--- src/rtl/collision_resolver.sv ---
// collision_resolver: AABB overlap test with minimum-penetration push-out of the first box, clamped to screen (start/busy/done handshake, 4-cycle latency)
module collision_resolver #(
  parameter int MAX_X = 639,
  parameter int MAX_Y = 479
) (
  input  logic        clk,
  input  logic        reset,
  input  logic        start,
  input  logic [9:0]  f_x,
  input  logic [9:0]  f_y,
  input  logic [9:0]  f_w,
  input  logic [9:0]  f_h,
  input  logic [9:0]  s_x,
  input  logic [9:0]  s_y,
  input  logic [9:0]  s_w,
  input  logic [9:0]  s_h,
  output logic        busy,
  output logic        done,
  output logic        hit,
  output logic        axis,
  output logic [10:0] depth,
  output logic [9:0]  res_x,
  output logic [9:0]  res_y
);
  typedef enum logic [1:0] {IDLE, CALC, PEN, RESOLVE} state_t;
  localparam logic [9:0] max_x = 10'(MAX_X);
  localparam logic [9:0] max_y = 10'(MAX_Y);
  state_t st;
  logic [9:0] fx, fy, fw, fh, sx, sy, sw, sh;
  logic [10:0] sum_x, sum_y, dx, dy, pen_x, pen_y;
  logic fx_ge, fy_ge, hit_n, push_y;
  logic signed [11:0] px, py;
  function automatic logic [9:0] clamp(input logic signed [11:0] v, input logic [9:0] mx);
    return v[11] ? 10'd0 : (v[10:0] > {1'b0, mx}) ? mx : v[9:0];
  endfunction
  always_comb begin
    px = fx_ge ? {2'b0, fx} + {1'b0, pen_x} : {2'b0, fx} - {1'b0, pen_x};
    py = fy_ge ? {2'b0, fy} + {1'b0, pen_y} : {2'b0, fy} - {1'b0, pen_y};
    push_y = pen_x > pen_y;
  end
  always_ff @(posedge clk)
    if (reset) begin
      st <= IDLE;
      busy <= 1'b0;
      done <= 1'b0;
      hit <= 1'b0;
      axis <= 1'b0;
      depth <= '0;
      res_x <= '0;
      res_y <= '0;
    end else begin
      done <= 1'b0;
      case (st)
        IDLE: if (start) begin
          {fx, fy, fw, fh} <= {f_x, f_y, f_w, f_h};
          {sx, sy, sw, sh} <= {s_x, s_y, s_w, s_h};
          busy <= 1'b1;
          st <= CALC;
        end
        CALC: begin
          sum_x <= {2'b0, fw[9:1]} + {2'b0, sw[9:1]};
          sum_y <= {2'b0, fh[9:1]} + {2'b0, sh[9:1]};
          dx <= fx >= sx ? {1'b0, fx} - {1'b0, sx} : {1'b0, sx} - {1'b0, fx};
          dy <= fy >= sy ? {1'b0, fy} - {1'b0, sy} : {1'b0, sy} - {1'b0, fy};
          fx_ge <= fx >= sx;
          fy_ge <= fy >= sy;
          st <= PEN;
        end
        PEN: begin
          pen_x <= dx < sum_x ? sum_x - dx : '0;
          pen_y <= dy < sum_y ? sum_y - dy : '0;
          hit_n <= dx < sum_x && dy < sum_y;
          st <= RESOLVE;
        end
        RESOLVE: begin
          busy <= 1'b0;
          done <= 1'b1;
          hit <= hit_n;
          axis <= hit_n && push_y;
          depth <= !hit_n ? '0 : push_y ? pen_y : pen_x;
          res_x <= hit_n && !push_y ? clamp(px, max_x) : fx;
          res_y <= hit_n && push_y ? clamp(py, max_y) : fy;
          st <= IDLE;
        end
      endcase
    end
endmodule

--- config.mk ---
export PLATFORM = sky130hd
export DESIGN_NAME = collision_resolver
export DESIGN_NICKNAME = d
export VERILOG_FILES = /design/src/rtl/collision_resolver.sv
export SDC_FILE = /design/constraint.sdc
export NUM_CORES = 1
export LEC_CHECK = 0
export BUFFER_PORTS_ARGS = -buffer_cell sky130_fd_sc_hd__buf_2
export CAP_MARGIN = 15
export CORE_AREA = 4 4 142 144
export DETAILED_ROUTE_END_ITERATION = 8
export DIE_AREA = 0 0 146 148
export PLACE_DENSITY = 0.8
export RECOVER_POWER = 100
export SLEW_MARGIN = 0
export SYNTH_ARGS = -nofsm -noshare
export SYNTH_HDL_FRONTEND = slang
export SYNTH_SLANG_ARGS = --single-unit
--- constraint.sdc ---
create_clock -name clk -period 5.39 [get_ports clk]
set_input_delay 0.2695 -clock clk [delete_from_list [all_inputs] [get_ports clk]]
set_output_delay 0.2695 -clock clk [all_outputs]
set_load 0.005 [all_outputs]
# Yosys cells after proc, flatten, opt, wreduce, memory -nomap -nowiden
# Cells that the tools add are included.
# op_classes
n_bitwise	1
n_mux	17
order_cmp	7
n_addsub	12
n_reduce_logical	10
eq_ne	4
# ops
operator	count
10-bit 2-to-1 mux	6
11-bit 2-to-1 mux	4
10-bit by 10-bit subtractor with 11-bit output	4
10-bit by 11-bit adder with 12-bit output	2
12-bit 2-to-1 mux	2
10-bit by 11-bit subtractor with 12-bit output	2
11-bit less-than comparator	2
11-bit subtractor	2
9-bit by 9-bit adder with 10-bit output	2
10-bit >= comparator	2
11-bit by 10-bit > comparator with 1-bit output (second input constant)	1
11-bit > comparator	1
11-bit by 9-bit > comparator with 1-bit output (second input constant)	1
2-bit case mux with 4 select lines	1
2-bit AND reduction	3
2-bit equality test (second input constant)	2
1-bit logical AND	3
3-bit AND reduction	1
2-bit by 1-bit equality test with 1-bit output (second input constant)	1
2-bit logical NOT	1
1-bit 2-to-1 mux	2
2-bit 2-to-1 mux	1
2-bit != test (second input constant)	1
1-bit case mux with 2 select lines	1
3 further kinds	3
# totals
regBits	186
input_bits	83
out_inout_bits	35

# Longest topological paths before layout
# Gate-level depths: netlist of the first run.
# logic_depth
ltp_word	6
mapped_depth	14
ltp_nobuf	14

# Worst setup path after synthesis of the first run
# OpenSTA, ideal clock, no wires.
# synth_path
path_type	reg2reg
startpoint	register st[0]
endpoint	register fh[1] (enable)
arrival_time_ns	3.847
stages_incl_launch_ff	5
required_ns	4.879
setup_time_ns	0.511
period_less_slack_ns	4.359
slack_ns	1.031
path_cell_list	dfxtp_1 inv_1 ha_1 nand2_1 nor2_1
# synth_between
elab_chain_len	2
# synth_rtl
element	line	source
start: declaration	28	state_t st;
start signal: assignment	43	st <= IDLE;
start signal: assignment	58	st <= CALC;
start signal: assignment	67	st <= PEN;
2-bit logical NOT	53	case (st)
3-bit AND reduction (no source line)	-	
end signal: assignment	55	{fx, fy, fw, fh} <= {f_x, f_y, f_w, f_h};
end: declaration	29	logic [9:0] fx, fy, fw, fh, sx, sy, sw, sh;
# No other way between the ends.
# A chain may end at the register's enable or synchronous reset.

# Final worst setup path of the first run
# layout_path
startpoint	register fy[1]
endpoint	register dy[10], data pin
# layout_between
elab_chain_len	2
# layout_rtl
element	line	source
start: declaration	29	
start signal: assignment	55	
10-bit by 10-bit subtractor with 11-bit output or 10-bit >= comparator (tied branches)	64	dy <= fy >= sy ? {1'b0, fy} - {1'b0, sy} : {1'b0, sy} - {1'b0, fy};
11-bit 2-to-1 mux (*)	64	
end signal: assignment	64	
end: declaration	30	logic [10:0] sum_x, sum_y, dx, dy, pen_x, pen_y;
# Mark *: on every way between the ends. The rest lies on a longest branch, timed or not.

==> metrics.txt, run 1 <==
outcome finished with violations; failing checks max-capacitance violations, max-slew violations; skew final 0.0110 ns; Hold Vio Cnt, Final 0; Seq/Total Area, Yosys 45.2%; CP endpoint kind flip-flop; post-route ant nets 0; routed length per placed instance 16.4 um; initial antenna violation count 0; VDD IR max 0.000251 V; Vias 8,470; DRT Wirelength 24,200 um; CP max stage delay 0.67 ns; Synth top area share 38.5%; die width 146 um; Synth Register Bits 180; Post-synth ARST share 0%; first-pass GRT wire length 40,100 um; Yosys cell types 80; Resize count post-CTS 0; Critical-path top delay cell nor2b_1; Die Area 21,600 um2; Crit Path Class flip-flop to flip-flop; Synth area leader edfxtp_1; Worst Path Buf+Inv 2; area of the multi-input gates 5420 um2; reg2reg start fy[1]$_DFFE_PP_; prevailing post-synth register cell edfxtp_1; Remaining Overflow, GRT 0; count leader, synth edfxtp_1; Max Cap Viol 3; WHS Endpoint sy[4]$_DFFE_PP_; total power per unit cell area 397 nW/um2; IO buf count 113; vias in the first global route 8,275; period utilisation layout 80.1%; CTS sink count 180; num rows 50; nets 1,441; final setup fails 0; RSZ-0062 raised after global routing false; Worst Hold Depth 1; Clock Pin Slew Worst Setup and Hold Paths 0.07 ns; clk_lat worst skew 0.44 ns; FF-to-FF End dy[10]$_DFFE_PP_; initial DRC count 642; leakage power 5.70 nW; Vias/cell 5.74; synthesized area 11,100 um2; CTS Buf Count 17; Slew @ Worst Pin 2.94 ns; Placer Congestion 0.925; Vert. Die Dim 148 um; IO Pins 118; Initial Utilization 59.6%; CTS Root Cell clkbuf_16; total power 5.19 mW; ant diodes 0; Synth-to-Final Area Change 17.2%; layout cells sized above 1 11.6%; Critical Path RT 5.61 ns; cell family with most CP delay simple AND/OR/NAND/NOR gates; CTS tree built; critical hold path startpoint s_y[4]; R2R setup slack 1.07 ns; number of flops mapped to enable cells by yosys 143; post-synthesis average cell area 10.6 um2; FF/Latch Area 5030 um2; Startpoint Class flip-flop; Area contributors post-synth edfxtp_1 (39%), ha_1 (13%), dfxtp_1 (6.6%); Synth Instances 1,053; WP data arrival 4.54 ns; largest net degree at the start of global routing 47; hold slack 0.00949 ns; Fin Setup TNS 0 ns; Worst path depth 11; r2r worst-path depth 11; # H-tree levels 4; Post-Syn Nets 1,265; core outline area 18,700 um2; max frequency 231 MHz; top post-synthesis cells by count edfxtp_1 (143), inv_1 (129), ha_1 (119); post-DP HPWL 17,500 um; HP Class input pin to flip-flop; Yosys warnings 0; Worst Setup SP fy[1]$_DFFE_PP_; min Tclk post-route 4.32 ns; Slew Viols, Final 128; Fillers 1,406; crit-path cells inv_1 -> ha_1 -> and4_1 -> nor3_1 -> a21oi_2 -> nor2b_1 -> clkinvlp_2 -> nand3_1 -> a31oi_1 -> o311a_1 -> a2111oi_0; Clock Path Buffers 2; DRC 0; drt first pass iters 6; worst-path fanout max 10; Slew HR -96.7%; gr usage total 22.8%
metrics by stage:
step / util (%) / setup slack, ns / area (um2) / instances
final: 69.9 / 1.07 / 13100 / 1476
after floorplan: - / 1.03 / 11100 / 1053
after global placement: 63.7 / 1.70 / 11900 / 1376
after global routing: 69.9 / 0.759 / 13100 / 1476
after detailed placement: 63.7 / 1.64 / 11900 / 1376
after CTS: 70.4 / 1.60 / 13200 / 1474
sequential cells by signal, summed over array words and instances, names as in the netlist, 11 cells and up:
name	flops
dy	11
pen_y	11
depth	11
dx	11
pen_x	11
cell families (layout without fill, tap and decap cells):
| group | after synthesis | count (layout) | synth area share, % |
|---|---|---|---|
| AOI/OAI and AO/OA | 266 | 266 | 16.1 |
| and+or+nand+nor | 238 | 238 | 11.1 |
| DFF | 180 | 180 | 45.2 |
| buffers and inverters | 158 | 347 | 5.76 |
| adders and majority gates | 129 | 129 | 15.1 |
| xor gates and xnor gates | 69 | 69 | 5.49 |
| muxes | 13 | 13 | 1.21 |
layout make-up:
cell class,count,area share [%]
Clock buffer,17,3.25
Clock inverter,15,1.38
Inverter,130,3.74
Multi-Input combinational cell,715,41.4
Sequential cell,180,38.5
Tap cell,234,2.24
Timing Repair Buffer,185,9.45
repair_timing:
item,CTS,global route
buffers inserted,0,0
hold buffers,66,1
endpoints found under the hold margin,66,1
power breakdown:
part / leakage, nW / total (mW) / internal, mW / switching, mW
sequential: 1.62 / 1.97 / 1.82 / 0.152
combinational: 3.79 / 1.96 / 0.819 / 1.14
clock: 0.292 / 1.25 / 0.630 / 0.619
cell usage in the layout (no fill, tap or decap), types with 37 or more instances in the layout:
cell | netlist | layout
xnor2_1 | 43 | 43
o21ai_0 | 47 | 50
ha_1 | 119 | 119
dlygate4sd3_1 | 0 | 67
edfxtp_1 | 143 | 143
dfxtp_1 | 37 | 37
nand2_1 | 49 | 49
a21oi_1 | 70 | 70
buf_2 | 5 | 91
inv_1 | 129 | 129
nor2_1 | 61 | 62
worst max-delay path by stage:
| stage | endpoint | slack (ns) |
|---|---|---|
| after global routing | dy[10]$_DFFE_PP_ | 0.76 |
| after floorplan | fh[1]$_DFFE_PP_ | 1.03 |
| final | dy[10]$_DFFE_PP_ | 1.07 |
| after global placement | dy[10]$_DFFE_PP_ | 1.70 |
| after CTS | dy[10]$_DFFE_PP_ | 1.60 |
| after detailed placement | dy[10]$_DFFE_PP_ | 1.64 |
metal layers:
| metal | vias up | share of wire (%) | GRT usage (%) |
|---|---|---|---|
| met5 | - | 0 | 0 |
| met2 | 329 | 47 | 37.7 |
| met1 | 3936 | 44 | 30.8 |
| met3 | 46 | 6.6 | 3.99 |
| li1 | 4159 | - | - |
| met4 | 0 | 2.3 | 7.38 |
(Power assumes the default switching activity.)
==> inputs of run 2 (changes only) <==
==> constraint.sdc (replaced) <==
create_clock -name clk -period 4.05 [get_ports clk]
set_input_delay 0.2025 -clock clk [delete_from_list [all_inputs] [get_ports clk]]
set_output_delay 0.2025 -clock clk [all_outputs]
set_load 0.005 [all_outputs]
==> metrics.txt, run 2 (same netlist as run 1, synthesis figures left out) <==
busiest grt layer met2; Worst Hold Depth 3; Remaining Overflow, GRT 0; Hold Vio Cnt, Final 0; drt first pass iters 8; CP endpoint kind flip-flop; skew final 0.0111 ns; routed length per placed instance 16.6 um; CTS tree built; met3 Resource Use GR 5.67%; placed inst area 12,000 um2; IO Pins 118; Post-Layout Inst Area 13,200 um2; min Tclk post-route 3.77 ns; CTS Root Cell clkbuf_16; GR Util met1 30.9%; HP Class input pin to flip-flop; hold slack 0.0934 ns; Slew @ Worst Pin 2.04 ns; ant diodes 0; Slew HR -36.1%; Placer Congestion 0.932; core outline area 18,700 um2; num rows 50; Initial Utilization 59.6%; CTS Hold Bufs 76; Vias 8,595; Critical-path top delay cell edfxtp_1; CTS sink count 180; largest net degree at the start of global routing 77; r2r worst-path depth 11; Max Cap Viol 2; vias in the first global route 8,443; layout cells sized above 1 12.0%; initial antenna violation count 0; commonest non-fill, non-tap cell in the layout edfxtp_1; FF-to-FF End dx[9]$_DFFE_PP_; Crit Path Class flip-flop to flip-flop; outcome finished with violations; DRT Wirelength 24,900 um; IO buf count 113; Vias/cell 5.76; gr usage total 23.4%; failing checks max-capacitance violations, max-slew violations; total power 6.87 mW; max frequency 265 MHz; R2R setup slack 0.28 ns; RSZ-0062 raised after global routing false; post-route ant nets 0; Most common cell on crit path inv_1; leakage power 5.76 nW; Clock Path Buffers 2; M2 GR Usage 37.6%; Synth-to-Final Area Change 18.3%; Clock Pin Slew Worst Setup and Hold Paths 0.07 ns; initial DRC count 589; WP data arrival 3.94 ns; reg2reg start fx[5]$_DFFE_PP_; critical hold path startpoint start; WHS Endpoint st[0]$_SDFFE_PP0P_; VDD IR max 0.000308 V; Vert. Die Dim 148 um; Startpoint Class flip-flop; Fin Setup TNS 0 ns; commonest non-fill, non-tap cells in the layout edfxtp_1 (143), inv_1 (129), ha_1 (119); final setup fails 0; CTS Buf Count 17; total power per unit cell area 521 nW/um2; post-DP HPWL 17,500 um; nets 1,458; Setup Buffers After CTS 0; worst-path fanout max 8; DRC 0; clk_lat worst skew 0.44 ns; period utilisation layout 93.1%; Die Area 21,600 um2; # H-tree levels 4; die width 146 um; first-pass GRT wire length 41,000 um; Critical Path RT 4.22 ns; Slew Viols, Final 101; crit-path cells inv_1 -> ha_1 -> and4_4 -> and3_1 -> a221o_1 -> nor2_1 -> clkbuf_1 -> inv_1 -> a221oi_2 -> o21ai_1 -> xor2_1; CP max stage delay 0.49 ns; Resize count post-CTS 0
==> run 2: layout make-up <==
cell class / count / area [um2]
sequential: 180 / 5030
inverter: 130 / 493
clock inverter: 14 / 114
tap: 234 / 293
fill: 1361 / 5510
multi-input combinational: 715 / 5460
timing repair buffer: 202 / 1370
clock buffer: 18 / 429
==> run 2: worst max-delay path by stage <==
stage	start	to	slack, ns	cells past startpoint
3_5_place_dp	pen_x[0]$_SDFFCE_PN0P_	res_x[0]$_SDFFE_PP0P_	0.48	13
3_3_place_gp	pen_y[0]$_SDFFCE_PP0P_	res_y[4]$_SDFFE_PP0P_	0.60	12
4_1_cts	pen_x[0]$_SDFFCE_PN0P_	res_x[0]$_SDFFE_PP0P_	0.45	13
5_1_grt	fx[3]$_DFFE_PP_	dx[9]$_DFFE_PP_	0.1	11
6_report	fx[5]$_DFFE_PP_	dx[9]$_DFFE_PP_	0.28	11
2_1_floorplan	pen_y[0]$_SDFFCE_PP0P_	res_y[2]$_SDFFE_PP0P_	0.88	11
==> run 2: metrics by stage <==
stage / std cells / util, % / worst slack (ns)
6_report: 1493 / 70.5 / 0.281
5_1_grt: 1493 / 70.5 / 0.0961
4_1_cts: 1492 / 70.9 / 0.449
3_5_place_dp: 1384 / 64.0 / 0.481
3_3_place_gp: 1384 / 64.0 / 0.601
2_1_floorplan: 1053 / - / 0.876
==> run 2: worst max-delay path, delay by kind of cell, from the launching register on <==
| kind | cells | cell delay, ns |
|---|---|---|
| AOI/OAI and AO/OA | 3 | 0.98 |
| DFF | 1 | 0.49 |
| adders and majority gates | 1 | 0.44 |
| buffers and inverters | 3 | 0.61 |
| and+or+nand+nor | 3 | 0.81 |
| xor gates and xnor gates | 1 | 0.17 |
==> run 2: metal layers <==
layer,wire length [um],vias to the layer above
met5,0,-
met4,739,0
met3,1990,61
met2,11500,346
met1,10600,3989
li1,-,4199
==> run 2: power by group <==
group / internal (mW) / switching (mW) / total, mW
logic: 1.13 / 1.58 / 2.70
clock network: 0.804 / 0.744 / 1.55
registers: 2.43 / 0.196 / 2.62
==> inputs of run 3 (changes only) <==
--- a/config.mk
+++ b/config.mk
@@ -7,11 +7,11 @@
 export LEC_CHECK = 0
 export BUFFER_PORTS_ARGS = -buffer_cell sky130_fd_sc_hd__buf_2
 export CAP_MARGIN = 15
-export CORE_AREA = 4 4 142 144
+export CORE_AREA = 4 4 148 150
 export DETAILED_ROUTE_END_ITERATION = 8
-export DIE_AREA = 0 0 146 148
-export PLACE_DENSITY = 0.8
-export RECOVER_POWER = 100
+export DIE_AREA = 0 0 152 154
+export PLACE_DENSITY = 0.74
+export RECOVER_POWER = 50
 export SLEW_MARGIN = 0
 export SYNTH_ARGS = -nofsm -noshare
 export SYNTH_HDL_FRONTEND = slang
==> metrics.txt, run 3 (same netlist as run 1, synthesis figures left out) <==
Setup WS pre-CTS 0.476 ns; final setup fails 0; Hold Vio Cnt, Final 0; Initial Utilization 53.9%; cell family with most CP delay compound AO/OA/AOI/OAI gates; Vias 8,398; HP Class input pin to flip-flop; max frequency 273 MHz; gr usage total 21.3%; IO Pins 118; die width 152 um; Critical Path RT 4.36 ns; crit-path cells inv_1 -> ha_1 -> mux2_2 -> ha_1 -> a21o_1 -> a221o_1 -> a41o_1 -> a21o_1 -> a211oi_1 -> o211ai_2 -> o31ai_1 -> a21oi_1; drt first pass iters 5; CP endpoint kind flip-flop; initial DRC count 536; WP data arrival 3.97 ns; total power 6.94 mW; Final Core Density 64.4%; period utilisation layout 90.5%; layout cells sized above 1 13.0%; Setup Buffers After CTS 0; Slew HR -97.4%; Startpoint Class flip-flop; commonest non-fill, non-tap cell in the layout edfxtp_1; Die Area 23,400 um2; Placer Congestion 0.916; total power per unit cell area 521 nW/um2; Vert. Die Dim 154 um; worst-path fanout max 9; CTS sink count 180; num rows 53; DRT Wirelength 24,500 um; CTS Buf Count 17; nets 1,455; post-route ant nets 0; CP max stage delay 0.55 ns; VDD IR max 0.000325 V; commonest non-fill, non-tap cells in the layout edfxtp_1 (143), inv_1 (129), ha_1 (119); Remaining Overflow, GRT 0; Clock Pin Slew Worst Setup and Hold Paths 0.08 ns; core outline area 20,700 um2; failing checks max-capacitance violations, max-slew violations; # H-tree levels 4; Synth-to-Final Area Change 19.4%; vias in the first global route 8,174; CTS Root Cell clkbuf_16; CTS tree built; worst setup margin 0.384 ns; routed length per placed instance 16.0 um; largest net degree at the start of global routing 51; skew final 0.0122 ns; Critical-path top delay cell edfxtp_1; IO buf count 113; initial antenna violation count 0; ant diodes 0; hold slack 0.0872 ns; Clock Path Buffers 2; DRC 0; Vias/cell 5.49; outcome finished with violations; clk_lat worst skew 0.44 ns; leakage power 5.79 nW; first-pass GRT wire length 40,800 um; post-DP HPWL 18,000 um; RSZ-0062 raised after global routing false; Fin Setup TNS 0 ns; Slew Viols, Final 60; Crit Path Class flip-flop to flip-flop; Slew @ Worst Pin 2.96 ns; Worst Path Buf+Inv 1; R2R setup slack 0.38 ns; min Tclk post-route 3.67 ns; Max Cap Viol 2
run 3: cell types whose count changed in the layout (fill, tap and decap cells not counted), sizes merged:
cell      delta
clkbuf      -10
inv          -1
buf          +6
clkinvlp     +2
run 3: path summary, 6_finish.rpt:
check                         start                     end  cells past startpoint
max          pen_y[0]$_SDFFCE_PP0P_   res_y[4]$_SDFFE_PP0P_                     12
min                           start      st[0]$_SDFFE_PP0P_                      3
max reg2reg  pen_y[0]$_SDFFCE_PP0P_   res_y[4]$_SDFFE_PP0P_                     12
min reg2reg  depth[10]$_SDFFE_PP0P_  depth[10]$_SDFFE_PP0P_                      2
run 3: final cells by class:
type,instances,area (um2)
inverters,130,493
clock inverters,15,161
fillers,1624,7370
flip-flops and latches,180,5030
repair buffers,199,1380
multi-input cells,715,5480
well taps,275,344
clock buffers,17,425
run 3: tightest hold or removal path, delay by kind of cell:
family	cells	cell delay, ns
and+or+nand+nor	1	0.08
AOI/OAI and AO/OA	1	0.07
buffers and inverters	1	0.12
run 3: routing by layer:
metal / vias up / wire length [um] / track usage [%]
li1: 4180 / - / -
met1: 3948 / 11200 / 29.2
met5: - / 0 / 0
met2: 242 / 11600 / 35.0
met3: 28 / 1250 / 3.72
met4: 0 / 407 / 5.99
run 3: stage by stage:
step / instance area, um2 / cells
2_1_floorplan: 11200 / 1053
5_1_grt: 13300 / 1531
3_5_place_dp: 12000 / 1423
3_3_place_gp: 12000 / 1423
4_1_cts: 13400 / 1531
6_report: 13300 / 1531
run 3: report_power, final:
group | switching, mW | internal (mW) | total [mW]
logic | 1.55 | 1.14 | 2.69
clock network | 0.808 | 0.825 | 1.63
registers | 0.200 | 2.42 | 2.62
total | 2.56 | 4.39 | 6.94
run 3: timing repair:
action / in CTS / in global routing
hold buffers: 76 / 0
hold endpoints to repair: 76 / 0
gates resized for setup: 0 / 0
